`config.mk`:
```
export PLATFORM = sky130hd
export DESIGN_NAME = uart_rx_flat
export DESIGN_NICKNAME = d
export VERILOG_FILES = /design/src/rtl/uart_rx_if.sv /design/src/rtl/uart_rx.sv /design/src/flat_wrapper.sv
export SDC_FILE = /design/constraint.sdc
export NUM_CORES = 1
export LEC_CHECK = 0
export BUFFER_PORTS_ARGS = -buffer_cell sky130_fd_sc_hd__buf_2
export CAP_MARGIN = 15
export CORE_UTILIZATION = 62
export CTS_CLUSTER_SIZE = 10
export DETAILED_ROUTE_END_ITERATION = 7
export PLACE_DENSITY = 0.82
export SLEW_MARGIN = 20
export SYNTH_ARGS = -nofsm -noshare
export SYNTH_HDL_FRONTEND = slang
export SYNTH_SLANG_ARGS = --single-unit
```
`constraint.sdc`:
```
create_clock -name i_clk -period 6 [get_ports i_clk]
set_input_delay 1.2 -clock i_clk [delete_from_list [all_inputs] [get_ports i_clk]]
set_output_delay 1.2 -clock i_clk [all_outputs]
set_load 0.02 [all_outputs]
```
`src/rtl/uart_rx_if.sv`:
```
// Receive-side byte handshake between uart_rx and its consumer.
// The receiver owns data/valid/status; the consumer owns ready.
interface uart_rx_if;
   logic [7:0] data;
   logic       valid;
   logic       ready;
   logic       frame_err;
   logic       overrun;
   logic       busy;

   modport master (
      output data,
      output valid,
      output frame_err,
      output overrun,
      output busy,
      input  ready
   );

   modport slave (
      input  data,
      input  valid,
      input  frame_err,
      input  overrun,
      input  busy,
      output ready
   );
endinterface

```
`src/rtl/uart_rx.sv`:
```
// 8N1 UART receiver: start-bit qualification at half a bit, mid-bit
// data sampling, one-deep holding register with overrun/frame errors.
module uart_rx #(
   parameter int BAUD        = 9_600,
   parameter int INPUT_CLOCK = 16_000_000
) (
   input  logic      i_clk,
   input  logic      i_rst_n,
   input  logic      i_rx,
   uart_rx_if.master bus
);

   localparam int CLOCKS_PER_BAUD = INPUT_CLOCK / BAUD;
   localparam int HALF_BAUD       = CLOCKS_PER_BAUD / 2;

   localparam logic [12:0] FULL_M1 = 13'(CLOCKS_PER_BAUD - 1);
   localparam logic [12:0] HALF_M1 = 13'(HALF_BAUD - 1);

   typedef enum logic [2:0] {
      IDLE,
      START,
      DATA,
      STOP,
      WAIT_HIGH
   } state_t;

   state_t      state;
   logic [1:0]  sync;
   logic [12:0] cnt;
   logic [2:0]  idx;
   logic [7:0]  shift;
   logic        rx_s;

   assign rx_s = sync[1];

   always_ff @(posedge i_clk or negedge i_rst_n) begin
      if (!i_rst_n) begin
         state         <= IDLE;
         sync          <= 2'b11;
         cnt           <= '0;
         idx           <= '0;
         shift         <= '0;
         bus.data      <= 8'h00;
         bus.valid     <= 1'b0;
         bus.frame_err <= 1'b0;
         bus.overrun   <= 1'b0;
         bus.busy      <= 1'b0;
      end else begin
         sync          <= {sync[0], i_rx};
         bus.frame_err <= 1'b0;
         bus.overrun   <= 1'b0;
         if (bus.valid && bus.ready)
            bus.valid <= 1'b0;

         unique case (state)
            IDLE: begin
               if (!rx_s) begin
                  state    <= START;
                  cnt      <= '0;
                  bus.busy <= 1'b1;
               end
            end

            START: begin
               if (cnt == HALF_M1) begin
                  cnt <= '0;
                  idx <= '0;
                  if (!rx_s) begin
                     state <= DATA;
                  end else begin
                     // line went back high: treat as noise
                     state    <= IDLE;
                     bus.busy <= 1'b0;
                  end
               end else begin
                  cnt <= cnt + 13'd1;
               end
            end

            DATA: begin
               if (cnt == FULL_M1) begin
                  cnt   <= '0;
                  shift <= {rx_s, shift[7:1]};
                  idx   <= idx + 3'd1;
                  if (idx == 3'd7)
                     state <= STOP;
               end else begin
                  cnt <= cnt + 13'd1;
               end
            end

            STOP: begin
               if (cnt == FULL_M1) begin
                  cnt <= '0;
                  if (rx_s) begin
                     state    <= IDLE;
                     bus.busy <= 1'b0;
                     // a same-edge accept frees the holding register
                     if (!bus.valid || bus.ready) begin
                        bus.data  <= shift;
                        bus.valid <= 1'b1;
                     end else begin
                        bus.overrun <= 1'b1;
                     end
                  end else begin
                     state         <= WAIT_HIGH;
                     bus.frame_err <= 1'b1;
                  end
               end else begin
                  cnt <= cnt + 13'd1;
               end
            end

            WAIT_HIGH: begin
               if (rx_s) begin
                  state    <= IDLE;
                  bus.busy <= 1'b0;
               end
            end

            default: begin
               state    <= IDLE;
               bus.busy <= 1'b0;
            end
         endcase
      end
   end

endmodule
```
`src/flat_wrapper.sv`:
```
// flat-port wrapper written by rule: the top's interface ports become plain ports
module uart_rx_flat 
#(
   parameter int BAUD        = 9_600,
   parameter int INPUT_CLOCK = 16_000_000
)
  (i_clk, i_rst_n, i_rx, bus_data, bus_valid, bus_frame_err, bus_overrun, bus_busy, bus_ready);
  uart_rx_if bus_i ();
  input  logic i_clk;
  input  logic i_rst_n;
  input  logic i_rx;
  output wire logic [$bits(bus_i.data)-1:0] bus_data;
  output wire logic [$bits(bus_i.valid)-1:0] bus_valid;
  output wire logic [$bits(bus_i.frame_err)-1:0] bus_frame_err;
  output wire logic [$bits(bus_i.overrun)-1:0] bus_overrun;
  output wire logic [$bits(bus_i.busy)-1:0] bus_busy;
  input wire logic [$bits(bus_i.ready)-1:0] bus_ready;
  assign bus_data = bus_i.data;
  assign bus_valid = bus_i.valid;
  assign bus_frame_err = bus_i.frame_err;
  assign bus_overrun = bus_i.overrun;
  assign bus_busy = bus_i.busy;
  assign bus_i.ready = bus_ready;
  uart_rx #(.BAUD(BAUD), .INPUT_CLOCK(INPUT_CLOCK)) u_core (.i_clk(i_clk), .i_rst_n(i_rst_n), .i_rx(i_rx), .bus(bus_i));
endmodule
```
After elaboration in Yosys (flattened, before gate mapping)
Cells that the tools add are included.
W data, S select, Z words.
Storage, ports and cells
  bits in registers: 41
  bits in latches: 0
  RAM bits: 0
  memory bits (read-only): 0
  output and inout bits: 12
  word-level logic and storage cells: 72
  memories kept: 0
Cells by class
  add/sub/neg operators: 2
  multiply operators: 0
  divide/modulo/power cells: 0
  $lt $le $gt $ge: 0
  equality and inequality tests: 13
  shift-type cells: 0
  muxes and demuxes: 33
  bitwise gates (word level): 1
  reductions and logical operators: 13
Operators by type and width (number)
  $mux W13: 3
  $pmux W13 S3: 1
  $mux W3: 9
  $mux W1: 16
  $pmux W3 S5: 1
  $add A13 B1 Y13 const B: 1
  $eq A13 B10 Y1 const B: 1
  $eq A13 B11 Y1 const B: 1
  $ne A2 B1 Y1 const B: 5
  $reduce_and A4 Y1: 2
  $eq A3 B2 Y1 const B: 2
  $eq A3 B3 Y1 const B: 2
  $pmux W3 S2: 1
  $reduce_and A6 Y1: 1
  $pmux W1 S5: 1
  $reduce_and A2 Y1: 2
  $add A3 B1 Y3 const B: 1
  $eq A3 B1 Y1 const B: 1
  $logic_not A3 Y1: 1
  $reduce_and A3 Y1: 1
  $reduce_bool A3 Y1: 1
  $mux W2: 1
  $ne A2 B2 Y1 const B: 1
  $reduce_bool A2 Y1: 1
  5 further kinds: 5

Logic depth before layout (Yosys ltp)
Gate-level depths: netlist of run 1.
  depth in word-level cells: 6
  mapped depth: 8
  mapped depth without buffers: 7

Worst setup path after synthesis of run 1
OpenSTA, ideal clock, no wires.
  path kind: register to register
  start point: register u_core.cnt[0]
  end point: register u_core.cnt[7]
  library setup time: 126 ps
  data arrival time: 1948 ps
  required time: 5874 ps
  setup slack: 3926 ps
  stages on the path, launching flop included: 8
  buffers on the path: 1
  cells stage by stage: dfrtp_1 -> inv_1 -> ha_1 -> nor4bb_1 -> nand4_2 -> a32o_1 -> buf_2 -> a221o_1
Between the ends
  word-level cells in the longest chain between the ends: 3
  elaborated cells between the ends (all ways): 6
  those cells by class: add/sub: 1; eq/ne: 2; mux: 3
Ends and longest elaborated chain
  from (decl): RTL line uart_rx.sv:29  | logic [12:0] cnt;
  from (signal assigned): RTL line uart_rx.sv:76  | cnt <= cnt + 13'd1;
  from (signal assigned): RTL line uart_rx.sv:88  | cnt <= cnt + 13'd1;
  from (signal assigned): RTL line uart_rx.sv:110  | cnt <= cnt + 13'd1;
  $add A13 B1 Y13 (tied with other cells): RTL line uart_rx.sv:76, uart_rx.sv:88, uart_rx.sv:110
  $mux W13, on equally long branches: RTL line uart_rx.sv:81, uart_rx.sv:93, uart_rx.sv:65
  $pmux W13 S3 *: RTL line uart_rx.sv:55  | unique case (state)
Mark *: on every way between the ends. The rest lies on a longest branch, timed or not.
A chain may end at the register's enable or synchronous reset.

Worst setup path after layout of run 1
  start point: register u_core.cnt[1]
  end point: register u_core.bus.data[0]
Between the ends
  word-level cells in the longest chain between the ends: 2
Ends and longest elaborated chain
  $eq A13 B11 Y1: RTL line uart_rx.sv:93  | if (cnt == FULL_M1) begin
  $reduce_and A4 Y1 (no source line)
  to (signal assigned): RTL line uart_rx.sv:100  | bus.data <= shift;
  to (decl): RTL line uart_rx_if.sv:12  | output data,
Every way passes these cells.

==> metrics.txt, run 1 <==
# TYPE chip_impl_metric gauge
chip_impl_metric{name="finalNonFillerCells",unit=""} 254
chip_impl_metric{name="swShare",unit="%"} 20.84
chip_impl_metric{name="cts_resized",unit=""} 0
chip_impl_info{name="setup.worst_path.end_class",value="flop"} 1
chip_impl_metric{name="multi_input_combinational_cell_area",unit="um^2"} 905.9
chip_impl_info{name="min_path_type",value="flop to flop"} 1
chip_impl_metric{name="synthesis.instances",unit=""} 196
chip_impl_metric{name="drt_iter0_markers",unit=""} 94
chip_impl_info{name="timing_worst_setup_path_type",value="flop to flop"} 1
chip_impl_metric{name="fin_worst_hold_slack",unit="ns"} 0.3655
chip_impl_metric{name="area_delta_synth_final",unit="%"} 8.130
chip_impl_metric{name="report.final.setup_viol",unit=""} 0
chip_impl_metric{name="drt_pass1_iterations",unit=""} 4
chip_impl_metric{name="netSwitchingPower",unit="W"} 0.00009671
chip_impl_metric{name="worstSkewPairLatency",unit="ns"} 0.35
chip_impl_info{name="run_status",value="complete, no violations"} 1
chip_impl_metric{name="skew",unit="ns"} 0.01218
chip_impl_metric{name="drc_errors",unit=""} 0
chip_impl_metric{name="worst_ep_required_time",unit="ns"} 6.24
chip_impl_metric{name="finish.instance_area",unit="um^2"} 2163
chip_impl_metric{name="combinational_fraction_of_design_power",unit="%"} 1.3
chip_impl_metric{name="synth_async_sr_flop_share",unit="%"} 100.0
chip_impl_metric{name="yosysSeqAreaShare",unit="%"} 51.41
chip_impl_info{name="yosys-top-cells-area",value="dfrtp_1 (49%), nand2_1 (7.5%), mux2_1 (4.5%)"} 1
chip_impl_metric{name="cts_num_sinks",unit=""} 41
chip_impl_info{name="layout.cells.most_common_list",value="nand2_1 (40), dfrtp_1 (39), buf_2 (15)"} 1
chip_impl_metric{name="max-clock-path-buffers",unit=""} 2
chip_impl_metric{name="cts-hold-fix-buffers",unit=""} 0
chip_impl_metric{name="finalWirelength",unit="um"} 3904
chip_impl_metric{name="final_period_demand_of_the_worst_path",unit="ns"} 2.571
chip_impl_metric{name="cp_data_arrival_time",unit="ns"} 2.81
chip_impl_metric{name="final_antenna_net_count",unit=""} 0
chip_impl_metric{name="peak_supply_drop",unit="uV"} 147.4
chip_impl_info{name="ys_dominant_reg_cell",value="dfrtp_1"} 1
chip_impl_metric{name="design.final.nets",unit=""} 218
chip_impl_metric{name="power.share.sequential",unit="%"} 60.1
chip_impl_metric{name="post_cts_buffers",unit=""} 0
chip_impl_metric{name="grt_max_degree",unit=""} 42
chip_impl_metric{name="area_of_all_sequential_standard_cells",unit="um^2"} 1028
chip_impl_metric{name="post_synth_num_cell_types",unit=""} 42
chip_impl_metric{name="total_power",unit="W"} 0.0004640
chip_impl_info{name="tritoncts",value="built"} 1
chip_impl_info{name="root_buffer",value="clkbuf_4"} 1
chip_impl_metric{name="syn-cell-area",unit="um^2"} 2001
chip_impl_metric{name="max_freq",unit="GHz"} 0.3890
chip_impl_metric{name="final.period_utilization",unit="%"} 42.84
chip_impl_metric{name="crit_fanout",unit=""} 8
chip_impl_metric{name="synth_nets",unit=""} 205
chip_impl_metric{name="htree_num_levels",unit=""} 2
chip_impl_info{name="top_layer",value="met4"} 1
chip_impl_metric{name="number_of_buffers_inserted_during_clock_tree_synthesis",unit=""} 5
chip_impl_metric{name="wl_per_cell",unit="um"} 15.37
chip_impl_metric{name="gpl_wtd_cong",unit=""} 0.8824
chip_impl_metric{name="design.die.area",unit="um^2"} 3458
chip_impl_metric{name="critPathMaxStageDelay",unit="ns"} 0.62
chip_impl_info{name="layout.cells.most_common",value="nand2_1"} 1
chip_impl_metric{name="max-cap-violations",unit=""} 0
chip_impl_metric{name="cts.reportedPaths.clkPinSlew",unit="ns"} 0.12
chip_impl_metric{name="placement.cell_area",unit="um^2"} 2083
chip_impl_metric{name="synth-seq-cells",unit=""} 41
chip_impl_metric{name="io_buffers",unit=""} 15
chip_impl_metric{name="synthDominantCellAreaShare",unit="%"} 48.78
chip_impl_metric{name="synth_enable_flop_cells",unit=""} 0
chip_impl_metric{name="rows",unit=""} 20
chip_impl_metric{name="final.setup.tns",unit="ns"} 0
chip_impl_info{name="crit_family",value="simple AND/OR/NAND/NOR gates"} 1
chip_impl_metric{name="fp.coreArea",unit="um^2"} 3053
chip_impl_metric{name="grt_antenna_before_repair",unit=""} 0
chip_impl_info{name="yosysTopAreaCell",value="dfrtp_1"} 1
chip_impl_metric{name="avgViaCountPerCell",unit=""} 5.941
chip_impl_metric{name="routed-via-count",unit=""} 1509
chip_impl_metric{name="syn-mean-instance-area",unit="um^2"} 10.21
chip_impl_metric{name="maxSlewHeadroom",unit="%"} 28.56
chip_impl_metric{name="final.fill_count",unit=""} 239
chip_impl_metric{name="grt.overflow.total",unit=""} 0
chip_impl_metric{name="die_height",unit="um"} 58.81
chip_impl_metric{name="initial_utilization",unit="%"} 65.53
chip_impl_metric{name="global_route_wire_length_before_repair",unit="um"} 6548
chip_impl_metric{name="clkPwrFrac",unit="%"} 38.6
chip_impl_metric{name="cellPowerDensity",unit="nW/um^2"} 214.5
chip_impl_metric{name="die_x",unit="um"} 58.81
chip_impl_metric{name="critical_path_buf_inv_count",unit=""} 1
chip_impl_metric{name="detailed_place_hpwl",unit="um"} 2815
chip_impl_metric{name="drt-met1-wl",unit="um"} 1721
chip_impl_info{name="setup_repair_after_global_routing_missed_its_margin",value="no"} 1
chip_impl_info{name="worst_setup_path_start_kind",value="flop"} 1
chip_impl_metric{name="met3_length",unit="um"} 164
chip_impl_metric{name="leakage",unit="nW"} 1.133
chip_impl_metric{name="share_of_post_route_cells_with_drive_strength_above_1",unit="%"} 14.76
chip_impl_metric{name="grt_pass1_vias",unit=""} 1457
chip_impl_metric{name="antenna-diode-count",unit=""} 0
chip_impl_metric{name="timing_max_transition_violations_final",unit=""} 0
chip_impl_info{name="ordered_list_of_cells_on_the_worst_path",value="inv_1, ha_1, and4bb_2, and4_1, nand4_1, nor2b_1, mux2_1"} 1
chip_impl_info{name="critPathSlowestCell",value="nor2b_1"} 1
chip_impl_metric{name="yosys_warnings",unit=""} 0
chip_impl_metric{name="grt_use_total",unit="%"} 25.52
chip_impl_metric{name="ports_placed_on_the_boundary",unit=""} 16
chip_impl_metric{name="transition_time_at_the_pin_with_the_least_slew_margin",unit="ns"} 1.063
chip_impl_metric{name="place.detailed.instances",unit=""} 246
chip_impl_metric{name="internal_power",unit="W"} 0.0003673
chip_impl_metric{name="final_hold_viol_count",unit=""} 0
chip_impl_metric{name="met2RoutedLength",unit="um"} 1940
-- final timing paths --
path	cells after the start	to	slack, ns	startpoint
max	7	u_core.bus.data[0]	3.43	u_core.cnt[1]
min	0	u_core.sync[1]	0.37	u_core.sync[0]
min reg2reg	0	u_core.sync[1]	0.37	u_core.sync[0]
max reg2reg	7	u_core.bus.data[0]	3.43	u_core.cnt[1]
max in group asynchronous	1	u_core.state[2]	4.49	i_rst_n
min in group asynchronous	1	u_core.shift[5]	0.95	i_rst_n
-- sequential cells by signal, summed over array words and instances, names as in the netlist --
register              flops
u_core.cnt               13
u_core.bus.data           8
u_core.shift              8
u_core.idx                3
u_core.state              3
u_core.sync               2
u_core.bus.busy           1
u_core.bus.frame_err      1
u_core.bus.overrun        1
u_core.bus.valid          1
-- kinds of logic (layout without fill, tap and decap cells) --
logic type               Yosys count  count (layout)  share of synthesized area, %
buffers and inverters             14              28                         3.315
AND/OR/NAND/NOR                   87              87                         22.39
AO/OA/AOI/OAI                     37              37                         13.13
flip-flops                        41              41                         51.41
adder cells (fa/ha/maj)            5               5                         3.127
multiplexers                      12              12                         6.629
-- Yosys cell counts (all sizes together) (4+ instances only) --
cell type / n
nor2: 13
o21ai: 6
a31oi: 5
dfrtp: 39
nand2: 40
a21oi: 9
nor2b: 5
mux2: 10
a22o: 5
nand4: 5
clkbuf: 5
inv: 5
ha: 5
nand3: 7
buf: 4
-- final cells by class --
class,count,area share (%)
Tap cell,44,2.545
Sequential cell,41,47.54
Timing Repair Buffer,15,3.470
Clock buffer,6,1.909
Inverter,5,0.8676
Multi-Input combinational cell,141,41.87
Clock inverter,2,1.793
-- metal layers --
metal  vias up  track usage [%]
met5         -                0
met4         0            8.503
met3         9            7.692
met2        43            42.69
met1       730            31.54
li1        727                -
-- power groups by stage --
stage	Clock, W	Combinational (W)	Sequential [W]
global route	0.000192	0.00000752	0.000279
CTS	0.000181	0.00000666	0.000279
floorplan	0	0.00000118	0.000283
global placement	0	0.00000630	0.000284
detailed placement	0	0.00000666	0.000284
finish	0.000179	0.00000620	0.000279
-- per-stage QoR --
step | utilization [%] | worst slack, ns
2_1_floorplan | - | 3.926
3_3_place_gp | 68.24 | 3.564
3_5_place_dp | 68.24 | 3.459
4_1_cts | 70.86 | 3.452
5_1_grt | 70.86 | 3.266
6_report | 70.86 | 3.429
-- worst reg2reg max path: stages, from the launching register on --
cell and delay (ns):
dfrtp_1 0.44, inv_1 0.11, ha_1 0.18, and4bb_2 0.28
and4_1 0.26, nand4_1 0.17, nor2b_1 0.62, mux2_1 0.39
Power figures use the tool's default switching activity.
==> run 2, diff against run 1 <==
--- a/config.mk
+++ b/config.mk
@@ -5,12 +5,13 @@
 export SDC_FILE = /design/constraint.sdc
 export NUM_CORES = 1
 export LEC_CHECK = 0
+export ABC_AREA = 1
 export BUFFER_PORTS_ARGS = -buffer_cell sky130_fd_sc_hd__buf_2
 export CAP_MARGIN = 15
-export CORE_UTILIZATION = 62
+export CORE_UTILIZATION = 59
 export CTS_CLUSTER_SIZE = 10
 export DETAILED_ROUTE_END_ITERATION = 7
-export PLACE_DENSITY = 0.82
+export PLACE_DENSITY = 0.78
 export SLEW_MARGIN = 20
 export SYNTH_ARGS = -nofsm -noshare
 export SYNTH_HDL_FRONTEND = slang
==> constraint.sdc (replaced) <==
create_clock -name i_clk -period 2.6 [get_ports i_clk]
set_input_delay 0.52 -clock i_clk [delete_from_list [all_inputs] [get_ports i_clk]]
set_output_delay 0.52 -clock i_clk [all_outputs]
set_load 0.02 [all_outputs]
==> metrics.txt, run 2 <==
# TYPE chip_impl_metric gauge
chip_impl_metric{name="max-clock-path-buffers",unit=""} 2
chip_impl_metric{name="design.final.nets",unit=""} 272
chip_impl_metric{name="htree_num_levels",unit=""} 2
chip_impl_metric{name="timing.reg2reg.setup_slack",unit="ns"} 0.85
chip_impl_metric{name="global_route_wire_length_before_repair",unit="um"} 6113
chip_impl_metric{name="skew",unit="ns"} 0.01675
chip_impl_metric{name="grt_max_degree",unit=""} 42
chip_impl_metric{name="synth_enable_flop_cells",unit=""} 0
chip_impl_metric{name="worst_ep_required_time",unit="ns"} 2.85
chip_impl_metric{name="area_delta_synth_final",unit="%"} 9.329
chip_impl_metric{name="max_freq",unit="GHz"} 0.5701
chip_impl_info{name="setup_repair_after_global_routing_missed_its_margin",value="no"} 1
chip_impl_metric{name="cts-hold-fix-buffers",unit=""} 0
chip_impl_metric{name="leakage",unit="nW"} 1.068
chip_impl_metric{name="gpl_wtd_cong",unit=""} 0.8671
chip_impl_info{name="ys_top_cells_by_count",value="nand2_1 (59), dfrtp_1 (39), nor2_1 (29)"} 1
chip_impl_metric{name="peak_supply_drop",unit="uV"} 339.5
chip_impl_metric{name="number_of_buffers_inserted_during_clock_tree_synthesis",unit=""} 5
chip_impl_info{name="ys_dominant_reg_cell",value="dfrtp_1"} 1
chip_impl_metric{name="report.final.setup_viol",unit=""} 0
chip_impl_metric{name="drt_iter0_markers",unit=""} 104
chip_impl_metric{name="final_antenna_net_count",unit=""} 0
chip_impl_info{name="min_path_type",value="input port to flop"} 1
chip_impl_metric{name="synthDominantCellAreaShare",unit="%"} 46.35
chip_impl_metric{name="routed-via-count",unit=""} 1588
chip_impl_info{name="crit_family",value="simple AND/OR/NAND/NOR gates"} 1
chip_impl_info{name="layout.cells.most_common",value="nand2_1"} 1
chip_impl_metric{name="worstSkewPairLatency",unit="ns"} 0.36
chip_impl_metric{name="die_height",unit="um"} 61.74
chip_impl_info{name="yosys-top-cells-area",value="dfrtp_1 (46%), nand2_1 (11%), nor2_1 (5.2%)"} 1
chip_impl_metric{name="total_power",unit="W"} 0.001077
chip_impl_metric{name="post_synth_num_cell_types",unit=""} 27
chip_impl_metric{name="max-cap-violations",unit=""} 0
chip_impl_metric{name="design.die.area",unit="um^2"} 3812
chip_impl_metric{name="detailed_place_hpwl",unit="um"} 2707
chip_impl_metric{name="final.fill_count",unit=""} 293
chip_impl_metric{name="cp_data_arrival_time",unit="ns"} 2.01
chip_impl_metric{name="syn-mean-instance-area",unit="um^2"} 8.666
chip_impl_metric{name="transition_time_at_the_pin_with_the_least_slew_margin",unit="ns"} 0.8799
chip_impl_metric{name="critPathMaxStageDelay",unit="ns"} 0.42
chip_impl_metric{name="finish.instance_area",unit="um^2"} 2302
chip_impl_metric{name="grt_use_total",unit="%"} 23.22
chip_impl_info{name="worst_setup_path_start_kind",value="flop"} 1
chip_impl_metric{name="cts_resized",unit=""} 0
chip_impl_info{name="max_flop_register",value="u_core.cnt"} 1
chip_impl_metric{name="synthesis.instances",unit=""} 243
chip_impl_metric{name="drt_pass1_iterations",unit=""} 4
chip_impl_metric{name="initial_utilization",unit="%"} 62.13
chip_impl_info{name="timing_worst_setup_path_type",value="flop to flop"} 1
chip_impl_metric{name="synth-seq-cells",unit=""} 41
chip_impl_metric{name="avgViaCountPerCell",unit=""} 5.123
chip_impl_metric{name="maxSlewHeadroom",unit="%"} 41.34
chip_impl_metric{name="antenna-diode-count",unit=""} 0
chip_impl_info{name="setup.worst_path.end_class",value="flop"} 1
chip_impl_info{name="critPathSlowestCell",value="dfrtp_1"} 1
chip_impl_metric{name="largest_register_ffs",unit=""} 13
chip_impl_metric{name="grt.overflow.total",unit=""} 0
chip_impl_metric{name="finalNonFillerCells",unit=""} 310
chip_impl_metric{name="cellPowerDensity",unit="nW/um^2"} 467.6
chip_impl_metric{name="crit_fanout",unit=""} 20
chip_impl_metric{name="yosys_warnings",unit=""} 0
chip_impl_metric{name="syn-cell-area",unit="um^2"} 2106
chip_impl_metric{name="share_of_post_route_cells_with_drive_strength_above_1",unit="%"} 20.83
chip_impl_metric{name="wl_per_cell",unit="um"} 11.95
chip_impl_info{name="top_regs",value="u_core.cnt: 13 flops, u_core.bus.data: 8 flops, u_core.shift: 8 flops"} 1
chip_impl_info{name="timing.critical_path.mode_cell",value="nand2_1"} 1
chip_impl_metric{name="yosysSeqAreaShare",unit="%"} 48.84
chip_impl_metric{name="finalWirelength",unit="um"} 3706
chip_impl_info{name="ordered_list_of_cells_on_the_worst_path",value="inv_1, ha_1, nand2_1, nor2_1, nand3_2, nor2_2, buf_4, o21ai_4, nand2_1, nand2_1"} 1
chip_impl_metric{name="final.period_utilization",unit="%"} 67.46
chip_impl_metric{name="synth_async_sr_flop_share",unit="%"} 100.0
chip_impl_metric{name="finish.utilization",unit="%"} 67.92
chip_impl_metric{name="timing_max_transition_violations_final",unit=""} 0
chip_impl_metric{name="die_x",unit="um"} 61.74
chip_impl_metric{name="placement.cell_area",unit="um^2"} 2218
chip_impl_metric{name="grt_pass1_vias",unit=""} 1383
chip_impl_metric{name="post_cts_buffers",unit=""} 0
chip_impl_metric{name="fp.coreArea",unit="um^2"} 3390
chip_impl_metric{name="ports_placed_on_the_boundary",unit=""} 16
chip_impl_metric{name="rows",unit=""} 21
chip_impl_info{name="run_status",value="complete, no violations"} 1
chip_impl_info{name="root_buffer",value="clkbuf_4"} 1
chip_impl_metric{name="cts_num_sinks",unit=""} 41
chip_impl_info{name="tritoncts",value="built"} 1
chip_impl_metric{name="cts.reportedPaths.clkPinSlew",unit="ns"} 0.13
chip_impl_metric{name="drc_errors",unit=""} 0
chip_impl_metric{name="final.setup.tns",unit="ns"} 0
chip_impl_info{name="yosysTopAreaCell",value="dfrtp_1"} 1
chip_impl_info{name="most_repeated_cell_in_the_gate_level_netlist_after_synthesis",value="nand2_1"} 1
chip_impl_metric{name="final_hold_viol_count",unit=""} 0
chip_impl_metric{name="synth_nets",unit=""} 252
chip_impl_metric{name="io_buffers",unit=""} 15
chip_impl_metric{name="final_period_demand_of_the_worst_path",unit="ns"} 1.754
chip_impl_metric{name="critical_path_buf_inv_count",unit=""} 2
chip_impl_info{name="layout.cells.most_common_list",value="nand2_1 (59), dfrtp_1 (39), nor2_1 (29)"} 1
chip_impl_metric{name="grt_antenna_before_repair",unit=""} 0
chip_impl_metric{name="place.detailed.instances",unit=""} 302
-- run 2: cell types whose count changed after synthesis, moves of 7 or more --
cell,before,now
inv_1,5,26
nand2_1,40,59
nor2_1,13,29
nand3_1,7,16
mux2_1,8,0
o21ai_0,6,14
xor2_1,0,8
a21oi_1,9,2
o21ai_2,0,7
-- run 2: cell type report --
type	count	area [um^2]	area share, %
inverters	31	116.4	5.054
repair buffers	16	82.58	3.587
multi-input cells	168	933.4	40.54
well taps	46	57.56	2.500
clock buffers	5	37.54	1.630
clock inverters	3	46.29	2.011
flip-flops and latches	41	1028	44.67
-- run 2: path summary, 6_finish.rpt --
kind,from,depth (start not counted),to
min in group asynchronous,i_rst_n,1,u_core.state[2]
hold / removal,i_rx,1,u_core.sync[0]
hold reg to reg,u_core.sync[0],0,u_core.sync[1]
max in group asynchronous,i_rst_n,1,u_core.cnt[4]
setup reg to reg,u_core.cnt[1],10,u_core.idx[1]
setup / recovery,u_core.cnt[1],10,u_core.idx[1]
-- run 2: routing by layer --
layer	share of wire (%)	global-route usage, %	vias to the layer above
met3	4.6	6.211	7
met1	48	31.79	738
met4	1.7	8.571	0
met5	0	0	-
li1	-	-	807
met2	46	35.79	36
-- run 2: stage by stage --
stage | hold WS [ns] | setup slack (ns)
floorplan | 0.2244 | 1.070
global placement | 0.3461 | 0.8828
detailed placement | 0.3532 | 0.8510
CTS | 0.2281 | 0.8403
global route | 0.2163 | 0.6221
finish | 0.2388 | 0.8460
-- run 2: kinds of logic (layout without fill, tap and decap cells) --
family                     after synthesis  in the layout  share of synthesized area [%]
and+or+nand+nor                        125            125                          28.10
xor gates and xnor gates                 8              8                          3.328
DFF                                     41             41                          48.84
AOI/OAI and AO/OA                       30             30                          9.923
adders and majority gates                5              5                          2.971
buffers and inverters                   34             55                          6.833
-- run 2: power breakdown --
group | internal [W] | switching, W | total, W
sequential | 0.000640 | 0.00000106 | 0.000641
clock | 0.000204 | 0.000215 | 0.000418
combinational | 0.00000241 | 0.0000146 | 0.0000170
total | 0.000846 | 0.000230 | 0.00108
